**config.mk**
```make
export PLATFORM = sky130hd
export DESIGN_NAME = vend_mode_ctrl
export DESIGN_NICKNAME = d
export VERILOG_FILES = /design/src/rtl/vend_pkg.sv /design/src/rtl/btn_edge.sv /design/src/rtl/vend_mode_ctrl.sv
export SDC_FILE = /design/constraint.sdc
export NUM_CORES = 1
export LEC_CHECK = 0
export BUFFER_PORTS_ARGS = -buffer_cell sky130_fd_sc_hd__clkbuf_2
export CAP_MARGIN = 10
export CORE_AREA = 2 2 78 80
export DETAILED_ROUTE_END_ITERATION = 16
export DIE_AREA = 0 0 80 82
export MAX_ROUTING_LAYER = met4
export PLACE_DENSITY = 0.84
export SETUP_SLACK_MARGIN = 0.4
export SLEW_MARGIN = 20
export SYNTH_ARGS = -nofsm -noshare
export SYNTH_HDL_FRONTEND = slang
export SYNTH_HIERARCHICAL = 1
export SYNTH_SLANG_ARGS = --single-unit
export TNS_END_PERCENT = 5
```
**constraint.sdc**
```tcl
create_clock -name clk -period 8 [get_ports clk]
set_input_delay 1.2 -clock clk [delete_from_list [all_inputs] [get_ports clk]]
set_output_delay 1.2 -clock clk [all_outputs]
set_load 0.02 [all_outputs]
```
**src/rtl/vend_pkg.sv**
```systemverilog
// Shared state encoding and admin menu indices for the vending mode controller
// and the display decoder.
package vend_pkg;

  localparam int VEND_ST_W = 5;
  typedef logic [VEND_ST_W-1:0] vend_st_t;

  localparam vend_st_t ST_OFF         = 5'd0;
  localparam vend_st_t ST_WELCOME     = 5'd1;
  localparam vend_st_t ST_INQUIRE     = 5'd2;
  localparam vend_st_t ST_ADD_AMOUNT  = 5'd3;
  localparam vend_st_t ST_PAYMENT     = 5'd4;
  localparam vend_st_t ST_SUCCESS     = 5'd5;
  localparam vend_st_t ST_FAILURE     = 5'd6;
  localparam vend_st_t ST_SOLD_OUT    = 5'd7;
  localparam vend_st_t ST_ADM_MENU    = 5'd8;
  localparam vend_st_t ST_ADM_INQUIRE = 5'd9;
  localparam vend_st_t ST_ADM_ADD     = 5'd10;
  localparam vend_st_t ST_ADM_RESET   = 5'd11;
  localparam vend_st_t ST_ADM_SALE    = 5'd12;

  localparam int ADM_IDX_INQUIRE = 0;
  localparam int ADM_IDX_RESET   = 1;
  localparam int ADM_IDX_SALE    = 2;

  function automatic logic is_user_st(input vend_st_t s);
    return (s >= ST_WELCOME) && (s <= ST_SOLD_OUT);
  endfunction

  function automatic logic is_admin_st(input vend_st_t s);
    return (s >= ST_ADM_MENU) && (s <= ST_ADM_SALE);
  endfunction

  // States that leave on their own after a fixed message time
  function automatic logic is_msg_st(input vend_st_t s);
    return (s == ST_WELCOME) || (s == ST_SUCCESS) || (s == ST_FAILURE) ||
           (s == ST_SOLD_OUT) || (s == ST_ADM_RESET) || (s == ST_ADM_SALE);
  endfunction

  function automatic logic is_idle_st(input vend_st_t s);
    return (s == ST_ADD_AMOUNT) || (s == ST_PAYMENT);
  endfunction

endpackage

```
**src/rtl/btn_edge.sv**
```systemverilog
// Rising-edge detector for one debounced button level.
module btn_edge (
  input  logic clk,
  input  logic rst_n,
  input  logic btn_i,
  output logic ev_o
);

  logic btn_q;

  always_ff @(posedge clk or negedge rst_n) begin
    if (!rst_n) btn_q <= 1'b0;
    else        btn_q <= btn_i;
  end

  assign ev_o = btn_i & ~btn_q;

endmodule

```
**src/rtl/vend_mode_ctrl.sv**
```systemverilog
// Operating-mode FSM for the vending machine: user flow, admin menu, message
// and idle timers on one shared down-counter.
//  state        | meaning
//  OFF          | power switch off
//  WELCOME      | timed splash after power-on
//  INQUIRE      | browsing products
//  ADD_AMOUNT   | entering quantity (idle timeout)
//  PAYMENT      | waiting for payment block (idle timeout)
//  SUCCESS      | timed: product vended
//  FAILURE      | timed: payment refused/abandoned
//  SOLD_OUT     | timed: selected product empty
//  ADM_MENU     | admin entry selection
//  ADM_INQUIRE  | admin stock view
//  ADM_ADD      | admin restock
//  ADM_RESET    | timed: stock reset requested
//  ADM_SALE     | timed: sales report
module vend_mode_ctrl
  import vend_pkg::*;
#(
  parameter int N_ADM    = 3,
  parameter int MSG_CYC  = 150_000_000,
  parameter int IDLE_CYC = 500_000_000,
  parameter int ST_W     = VEND_ST_W
) (
  input  logic                     clk,
  input  logic                     rst_n,
  input  logic                     main_switch,
  input  logic                     adm_mode,
  input  logic                     btn_plus,
  input  logic                     btn_minus,
  input  logic                     btn_confirm,
  input  logic                     btn_return,
  input  logic                     pay_ok,
  input  logic                     pay_fail,
  input  logic                     stock_empty,
  output logic [ST_W-1:0]          state,
  output logic [$clog2(N_ADM)-1:0] adm_sel,
  output logic                     reset_req,
  output logic                     vend_pulse
);

  localparam int SEL_W   = $clog2(N_ADM);
  localparam int TMR_MAX = (MSG_CYC > IDLE_CYC) ? MSG_CYC : IDLE_CYC;
  localparam int TMR_W   = $clog2(TMR_MAX + 1);
  localparam logic [SEL_W-1:0] SEL_LAST = SEL_W'(N_ADM - 1);
  // Loaded one short so a state is held for exactly MSG_CYC/IDLE_CYC cycles
  localparam logic [TMR_W-1:0] MSG_LD  = TMR_W'(MSG_CYC - 1);
  localparam logic [TMR_W-1:0] IDLE_LD = TMR_W'(IDLE_CYC - 1);

  logic ev_plus, ev_minus, ev_confirm, ev_return;
  logic any_ev, conf, tmo;

  vend_st_t           state_q, state_d;
  logic [SEL_W-1:0]   adm_sel_q, adm_sel_d;
  logic [TMR_W-1:0]   tmr_q, tmr_d;
  logic               reset_req_q, reset_req_d;
  logic               vend_pulse_q, vend_pulse_d;

  btn_edge u_edge_plus    (.clk(clk), .rst_n(rst_n), .btn_i(btn_plus),    .ev_o(ev_plus));
  btn_edge u_edge_minus   (.clk(clk), .rst_n(rst_n), .btn_i(btn_minus),   .ev_o(ev_minus));
  btn_edge u_edge_confirm (.clk(clk), .rst_n(rst_n), .btn_i(btn_confirm), .ev_o(ev_confirm));
  btn_edge u_edge_return  (.clk(clk), .rst_n(rst_n), .btn_i(btn_return),  .ev_o(ev_return));

  assign any_ev = ev_plus | ev_minus | ev_confirm | ev_return;
  assign conf   = ev_confirm & ~ev_return;
  assign tmo    = (tmr_q == '0);

  always_ff @(posedge clk or negedge rst_n) begin
    if (!rst_n) begin
      state_q      <= ST_OFF;
      adm_sel_q    <= '0;
      tmr_q        <= '0;
      reset_req_q  <= 1'b0;
      vend_pulse_q <= 1'b0;
    end else begin
      state_q      <= state_d;
      adm_sel_q    <= adm_sel_d;
      tmr_q        <= tmr_d;
      reset_req_q  <= reset_req_d;
      vend_pulse_q <= vend_pulse_d;
    end
  end

  always_comb begin
    state_d = state_q;
    case (state_q)
      ST_OFF:        if (main_switch) state_d = ST_WELCOME;
      ST_WELCOME:    if (tmo || ev_confirm || ev_return) state_d = ST_INQUIRE;
      ST_INQUIRE:    if (conf) state_d = stock_empty ? ST_SOLD_OUT : ST_ADD_AMOUNT;
      ST_ADD_AMOUNT: begin
        if (ev_return)  state_d = ST_INQUIRE;
        else if (conf)  state_d = ST_PAYMENT;
        else if (tmo)   state_d = ST_INQUIRE;
      end
      ST_PAYMENT: begin
        if (pay_ok)                            state_d = ST_SUCCESS;
        else if (pay_fail || ev_return || tmo) state_d = ST_FAILURE;
      end
      ST_SUCCESS, ST_FAILURE, ST_SOLD_OUT:
        if (tmo || ev_confirm || ev_return) state_d = ST_INQUIRE;
      ST_ADM_MENU: begin
        if (conf) begin
          if (adm_sel_q == SEL_W'(ADM_IDX_INQUIRE))    state_d = ST_ADM_INQUIRE;
          else if (adm_sel_q == SEL_W'(ADM_IDX_RESET)) state_d = ST_ADM_RESET;
          else                                         state_d = ST_ADM_SALE;
        end
      end
      ST_ADM_INQUIRE: begin
        if (ev_return)  state_d = ST_ADM_MENU;
        else if (conf)  state_d = ST_ADM_ADD;
      end
      ST_ADM_ADD:    if (ev_return) state_d = ST_ADM_INQUIRE;
      ST_ADM_RESET, ST_ADM_SALE:
        if (tmo || ev_confirm || ev_return) state_d = ST_ADM_MENU;
      default:       state_d = ST_OFF;
    endcase
    if (is_user_st(state_q) && adm_mode)   state_d = ST_ADM_MENU;
    if (is_admin_st(state_q) && !adm_mode) state_d = ST_INQUIRE;
    if (!main_switch)                      state_d = ST_OFF;
  end

  always_comb begin
    adm_sel_d = adm_sel_q;
    if (is_user_st(state_q) && (state_d == ST_ADM_MENU)) begin
      adm_sel_d = '0;
    end else if ((state_q == ST_ADM_MENU) && (state_d == ST_ADM_MENU)) begin
      if (ev_plus && !ev_minus)
        adm_sel_d = (adm_sel_q == SEL_LAST) ? '0 : adm_sel_q + SEL_W'(1);
      else if (ev_minus && !ev_plus)
        adm_sel_d = (adm_sel_q == '0) ? SEL_LAST : adm_sel_q - SEL_W'(1);
    end
  end

  always_comb begin
    tmr_d = tmr_q;
    if (state_d != state_q) begin
      if (is_msg_st(state_d))       tmr_d = MSG_LD;
      else if (is_idle_st(state_d)) tmr_d = IDLE_LD;
      else                          tmr_d = '0;
    end else if (is_idle_st(state_q) && any_ev) begin
      tmr_d = IDLE_LD;
    end else if (tmr_q != '0) begin
      tmr_d = tmr_q - TMR_W'(1);
    end
  end

  always_comb begin
    reset_req_d  = (state_d == ST_ADM_RESET) && (state_q != ST_ADM_RESET);
    vend_pulse_d = (state_d == ST_SUCCESS)   && (state_q != ST_SUCCESS);
  end

  assign state      = ST_W'(state_q);
  assign adm_sel    = adm_sel_q;
  assign reset_req  = reset_req_q;
  assign vend_pulse = vend_pulse_q;

endmodule

```
# After elaboration in Yosys (flattened, before gate mapping)
# Cells that the tools add are included.
[totals]
regBits = 42
[op_classes]
mux = 30
n_lt_le_gt_ge = 4
add_sub_neg = 3
n_reduce_logical = 35
n_eq_ne = 26
bitwise = 13
[ops]
columns = ["cell", "count"]
rows = [
  ["$mux W29", 5],
  ["$mux W5", 15],
  ["$pmux W5 S9", 1],
  ["$eq A5 B3 Y1 const B", 8],
  ["$eq A5 B4 Y1 const B", 8],
  ["$logic_not A29 Y1", 1],
  ["$reduce_bool A29 Y1", 1],
  ["$sub A29 B1 Y29 const B", 1],
  ["$eq A5 B2 Y1 const B", 3],
  ["$mux W2", 6],
  ["$logic_and A1 B1 Y1", 11],
  ["$logic_or A1 B1 Y1", 11],
  ["$eq A5 B1 Y1 const B", 2],
  ["$mux W3", 3],
  ["$reduce_bool A3 Y1", 2],
  ["$and A1 B1 Y1", 5],
  ["$ge A5 B1 Y1 const B", 1],
  ["$ge A5 B4 Y1 const B", 1],
  ["$le A5 B3 Y1 const B", 1],
  ["$le A5 B4 Y1 const B", 1],
  ["$logic_not A5 Y1", 1],
  ["$ne A5 B3 Y1 const B", 1],
  ["$ne A5 B4 Y1 const B", 1],
  ["$ne A5 B5 Y1", 1],
  ["12 further kinds", 20],
]

# Longest topological paths before layout
[depth]
word_depth = 18
ltp_mapped = 11

# Cells and area by module
# Netlist, hierarchy kept.
[by_module_without_submodules]
columns = ["mod", "seq_area_each_um2", "area_per_inst_um2", "cells_per_inst", "instances"]
rows = [
  ["vend_mode_ctrl", 950.9, 2914.0, 339, 1],
  ["btn_edge", 25.0, 38.8, 2, 4],
]

# Worst setup path after synthesis
# No wires, ideal clock.
[synth_path]
path_kind = "input-to-reg"
startpoint = "input btn_return"
endpoint = "register tmr_q[24]"
required_time_ps = 7852
path_stages = 11
arrival_ps = 3691
path_buffers = 2
slack_ps = 4161
setup_time_ps = 148
cell_sequence = "nor2b_4 -> clkbuf_1 -> or3b_2 -> o311ai_0 -> a222oi_1 -> o2111a_1 -> nand4_1 -> a211oi_1 -> nor2b_1 -> buf_2 -> a31oi_1"
[synth_between]
elab_chain_len = 17
elab_cells_between_ends = 43
cone_classes = "eq/ne (9); mux (19); bitwise (4); reduce/logical (11)"
[synth_rtl]
columns = ["element", "line_no", "rtl"]
rows = [
  ["start: declaration", "vend_mode_ctrl.sv:32", "input logic btn_return,"],
  ["$and A1 B1 Y1 *", "btn_edge.sv:16", "assign ev_o = btn_i & ~btn_q;"],
  ["$not A1 Y1 / $logic_or A1 B1 Y1 (equally long branches)", "vend_mode_ctrl.sv:65, vend_mode_ctrl.sv:97", ""],
  ["$and A1 B1 Y1 / $logic_or A1 B1 Y1 (equally long branches)", "vend_mode_ctrl.sv:65, vend_mode_ctrl.sv:97", ""],
  ["$mux W5 (on tied branches)", "vend_mode_ctrl.sv:110, vend_mode_ctrl.sv:92, vend_mode_ctrl.sv:97", ""],
  ["$mux W5 (on tied branches)", "vend_mode_ctrl.sv:109, vend_mode_ctrl.sv:91, vend_mode_ctrl.sv:96", ""],
  ["$pmux W5 S9", "vend_mode_ctrl.sv:86", "case (state_q)"],
  ["$mux W5", "vend_mode_ctrl.sv:117", "if (is_user_st(state_q) && adm_mode) state_d = ST_ADM_MENU;"],
  ["$mux W5", "vend_mode_ctrl.sv:118", "if (is_admin_st(state_q) && !adm_mode) state_d = ST_INQUIRE;"],
  ["$mux W5", "vend_mode_ctrl.sv:119", "if (!main_switch) state_d = ST_OFF;"],
  ["$eq A5 B1 Y1 / $eq A5 B3 Y1 (equally long branches)", "vend_pkg.sv:36", "return (s == ST_WELCOME) || (s == ST_SUCCESS) || (s == ST_FAILURE) ||"],
  ["$logic_or A1 B1 Y1 (3 in series)", "vend_pkg.sv:36", ""],
  ["$logic_or A1 B1 Y1 (2 in series)", "vend_pkg.sv:37", "(s == ST_SOLD_OUT) || (s == ST_ADM_RESET) || (s == ST_ADM_SALE);"],
  ["$mux W29", "vend_mode_ctrl.sv:137", "if (is_msg_st(state_d)) tmr_d = MSG_LD;"],
  ["$mux W29", "vend_mode_ctrl.sv:136", "if (state_d != state_q) begin"],
  ["end signal: assignment", "vend_mode_ctrl.sv:78", "tmr_q <= tmr_d;"],
  ["end: declaration", "vend_mode_ctrl.sv:55", "logic [TMR_W-1:0] tmr_q, tmr_d;"],
]
# Mark *: on every way between the ends. The rest lies on a longest branch, timed or not.
# A chain may end at the register's enable or synchronous reset.

# Worst setup path after layout
[layout_path]
startpoint = "input btn_return"
endpoint = "register tmr_q[24]"
[layout_between]
elab_chain_len = 17
elab_cells_between_ends = 43
cone_classes = "eq/ne (9); mux (19); bitwise (4); reduce/logical (11)"
[layout_rtl]
columns = ["element", "line_no", "rtl"]
rows = [
  ["$and A1 B1 Y1 *", "btn_edge.sv:16", ""],
  ["named net ev_return", "vend_mode_ctrl.sv:50", "logic ev_plus, ev_minus, ev_confirm, ev_return;"],
  ["$not A1 Y1 / $logic_or A1 B1 Y1 (equally long branches)", "vend_mode_ctrl.sv:65, vend_mode_ctrl.sv:97", ""],
  ["$and A1 B1 Y1 / $logic_or A1 B1 Y1 (equally long branches)", "vend_mode_ctrl.sv:65, vend_mode_ctrl.sv:97", ""],
  ["$mux W5 (on tied branches)", "vend_mode_ctrl.sv:110, vend_mode_ctrl.sv:92, vend_mode_ctrl.sv:97", ""],
  ["$mux W5 (on tied branches)", "vend_mode_ctrl.sv:109, vend_mode_ctrl.sv:91, vend_mode_ctrl.sv:96", ""],
  ["$pmux W5 S9", "vend_mode_ctrl.sv:86", ""],
  ["$mux W5", "vend_mode_ctrl.sv:117", ""],
  ["$mux W5", "vend_mode_ctrl.sv:118", ""],
  ["$mux W5", "vend_mode_ctrl.sv:119", ""],
  ["$eq A5 B1 Y1 / $eq A5 B3 Y1 (equally long branches)", "vend_pkg.sv:36", ""],
  ["$logic_or A1 B1 Y1 (3 in series)", "vend_pkg.sv:36", ""],
  ["$logic_or A1 B1 Y1 (2 in series)", "vend_pkg.sv:37", ""],
  ["$mux W29", "vend_mode_ctrl.sv:137", ""],
  ["$mux W29", "vend_mode_ctrl.sv:136", ""],
]
# Mark *: on every way through the listed nets, which the timed path passes. The rest lies on a longest branch.

==> impl_metrics.py <==
metrics = {
    "setup_path": {
        "arrival_ps": 4630,
        "crit_chain": "clkbuf_2 > nor2b_4 > nand2b_1 > o311ai_0 > a222oi_1 > o2111a_1 > nand4_1 > a211oi_1 > nor2b_2 > a31oi_1",
        "max_stage_delay_ps": 1010,
        "required_ps": 8120,
        "endpoint_kind": "flop",
        "path_buf_inv": 1,
        "crit_fanout": 24,
        "ff2ff_path_depth": 8,
        "path_class": "in -> reg",
        "rr_endpoint": "tmr_q[24]$_DFFE_PN0P_",
        "start_kind": "primary input",
        "rrSetupSlack_ps": 3670,
        "cpMaxStageDelayCell": "nor2b_2",
        "r2r-start": "state[3]$_DFF_PN0_",
        "cp_top_family": "compound AO/OA/AOI/OAI gates",
        "cp.depth": 10,
    },
    "pwr": {
        "peakVddDrop_uv": 111,
        "intPower_mw": 0.347,
        "power_density_mw_per_mm2": 161,
        "power_switching_mw": 0.178,
        "clockPowerShare_pct": 26.1,
        "p_leak_nw": 1.42,
        "comb_power_share_pct": 25.2,
        "pwr-share-seq_pct": 48.7,
        "swShare_pct": 33.9,
    },
    "global_routing": {
        "grt_usage_pct": 22.9,
        "grt_pass1_vias": 2400,
        "grt_max_degree": 43,
        "gr-total-overflow": 0,
        "grt_pass1_wl_um": 11300,
        "antenna_found_initial": 0,
    },
    "floorplanning": {
        "coreArea_mm2": 0.00575,
        "ios": 20,
        "initial_utilization_pct": 53.4,
        "row_count": 28,
        "die_y_um": 82,
        "die_x_um": 80,
        "die_area_mm2": 0.00656,
    },
    "timing": {
        "tns_ps": 0,
        "period_minus_slack_ps": 4510,
        "slew_violations": 0,
        "rsz0062_at_grt": "no",
        "tightest_slew_ps": 1110,
        "slew_headroom_pct": 25.9,
        "setup_viol": 0,
        "skew_ps": 11.9,
        "finalHoldViolCount": 0,
        "setup_slack_ps": 3490,
        "timing.final.crit_share_pct": 56.4,
        "fmax_ghz": 0.222,
    },
    "run": {
        "cap_violations": 0,
    },
    "placed_design": {
        "gp_congestion": 0.922,
        "port_buffers": 19,
        "hpwlAfterDp_um": 5050,
        "place_ws_ps": 3270,
    },
    "synth": {
        "syn-cell-area_mm2": 0.00307,
        "synth_top_family_by_area": "simple AND/OR/NAND/NOR gates",
        "synthCells": 347,
        "syn_area_per_cell_um2": 8.84,
        "yosysUniqueCellTypes": 71,
        "synth-simple-area-share_pct": 30.2,
        "synth_edf_count": 0,
        "synth_compound_area_share_pct": 19.0,
        "yosys_warnings": 6,
        "synth_fa_ha_area_share_pct": 2.45,
        "async_flop_share_pct": 100,
        "synth-main-ff-cell": "dfrtp_1",
        "synthMuxAreaShare_pct": 2.81,
        "ys_seq_elements": 42,
        "ys_seq_area_share_pct": 34.2,
        "synth_nets": 364,
        "yosys.area_share.xor_xnor_pct": 7.13,
    },
    "clock_network": {
        "clk_pin_slew_worst_paths_ps": 90,
        "cts_hold_buf": 0,
        "htree_levels": 2,
        "cts.root.buffer_cell": "clkbuf_8",
        "cts.path.max_buffers": 2,
        "ctsResizeCount": 0,
        "numCtsBuffers": 5,
        "worstSkewPairLatency_ps": 300,
        "cts_tree": "done",
        "cts.sinks": 42,
        "post_cts_buffers": 0,
    },
    "finish": {
        "largest-register": "tmr_q",
        "diodes": 0,
        "final_common_cell": "dfrtp_1",
        "mostFrequentLayoutCells": "dfrtp_1 (42), nand2_1 (35), nor2_1 (24), clkbuf_2 (18), xor2_1 (17)",
        "layout-drive-gt1-share_pct": 18.6,
        "syn_to_final_growth_pct": 6.48,
        "largest_reg_flops": 29,
        "final_nets": 370,
    },
    "outcome": {
        "status": "finished clean",
    },
    "drt": {
        "first_iter_violations": 227,
        "drt.antenna.violating_nets": 0,
        "num_vias": 2620,
        "dr.pass1.iters": 6,
        "wl_um": 7000,
        "via_per_inst": 6.11,
        "wl_per_cell_um": 16.3,
        "drc_errors": 0,
    },
    "min_path": {
        "hold_path_depth": 2,
        "holdPathEnd": "tmr_q[28]$_DFFE_PN0P_",
        "min_from": "tmr_q[28]$_DFFE_PN0P_",
        "hold_path.class": "reg -> reg",
    },
}
==> kinds of logic after synthesis <==
kind of cell    count (synthesis)
mux                             7
buf+inv                        31
simple gates                  159
xor+xnor                       25
fa+ha+maj                       6
compound gates                 76
flops                          42
other cells                     1
==> final cells by class <==
cell class | count | area [um^2]
Clock buffer | 6 | 72.6
Timing Repair Buffer | 20 | 103
Inverter | 10 | 37.5
Tap cell | 75 | 93.8
Sequential cell | 42 | 1050
Multi-Input combinational cell | 274 | 1900
Clock inverter | 2 | 13.8
Fill cell | 537 | 2480
==> cells in the mapped netlist (2+ instances only) <==
master	number	area [um^2]
nor3b_1	5	37.5
nor2b_1	8	50.1
xor2_1	17	149
nand4_1	2	12.5
a211o_1	3	26.3
dfrtp_1	42	1050
o21a_1	2	15.0
ha_1	6	75.1
clkbuf_1	17	63.8
mux2_2	2	22.5
o211ai_1	2	15.0
o31ai_1	3	22.5
nand2b_1	7	43.8
inv_1	9	33.8
o21ai_1	5	25.0
xnor2_1	8	70.1
nor3_1	14	70.1
mux2i_1	3	30.0
nor2_1	24	90.1
a2111oi_0	4	35.0
a211oi_1	5	37.5
a21oi_1	15	75.1
nor4_1	10	62.6
or3b_2	5	43.8
or4_1	7	52.6
nand3_1	8	40.0
or3_1	4	25.0
nor2b_4	4	55.1
nand2_1	35	131
and2_1	5	31.3
o21ai_0	7	35.0
or2_1	2	12.5
buf_2	3	15.0
and3b_1	2	17.5
o311ai_0	3	26.3
a21oi_2	10	87.6
a31oi_1	2	12.5
or2_2	4	25.0
==> tightest hold or removal path, delay by kind of cell, from the launching register on <==
kind               cells  cell delay, ps
DFF                    1             400
AOI/OAI and AO/OA      2             150
==> metal layers <==
layer | vias up | track usage (%) | share of wire (%)
met1 | 1260 | 30.1 | 46
li1 | 1265 | - | -
met5 | - | - | 0
met2 | 83 | 36.1 | 47
met4 | 0 | 6.95 | 1.2
met3 | 12 | 4.40 | 5.3
==> stage by stage <==
stage               instances  cell area [um^2]  utilization (%)  power (mW)  hold slack [ps]
floorplan                 347              3070                -       0.359              530
global route              429              3270             56.9       0.557              599
CTS                       429              3270             56.9       0.530              573
detailed placement        421              3180             55.4       0.391              561
global placement          421              3180             55.4       0.385              543
finish                    429              3270             56.9       0.526              575
==> how the worst max path moves through the flow <==
stage / slack, ps / endpoint / startpoint
2_1_floorplan: 4160 / tmr_q[24]$_DFFE_PN0P_ / btn_return
3_3_place_gp: 3390 / tmr_q[24]$_DFFE_PN0P_ / btn_return
3_5_place_dp: 3270 / tmr_q[24]$_DFFE_PN0P_ / btn_return
4_1_cts: 3570 / tmr_q[24]$_DFFE_PN0P_ / btn_return
5_1_grt: 3230 / tmr_q[24]$_DFFE_PN0P_ / btn_return
6_report: 3490 / tmr_q[24]$_DFFE_PN0P_ / btn_return
==> power by group through the flow <==
stage               logic, mW  registers [mW]  clock network [mW]
floorplan               0.105           0.253                   0
global placement        0.127           0.258                   0
detailed placement      0.131           0.260                   0
CTS                     0.132           0.255               0.143
global route            0.147           0.259               0.150
finish                  0.133           0.256               0.137
Power figures use the tool's default switching activity.
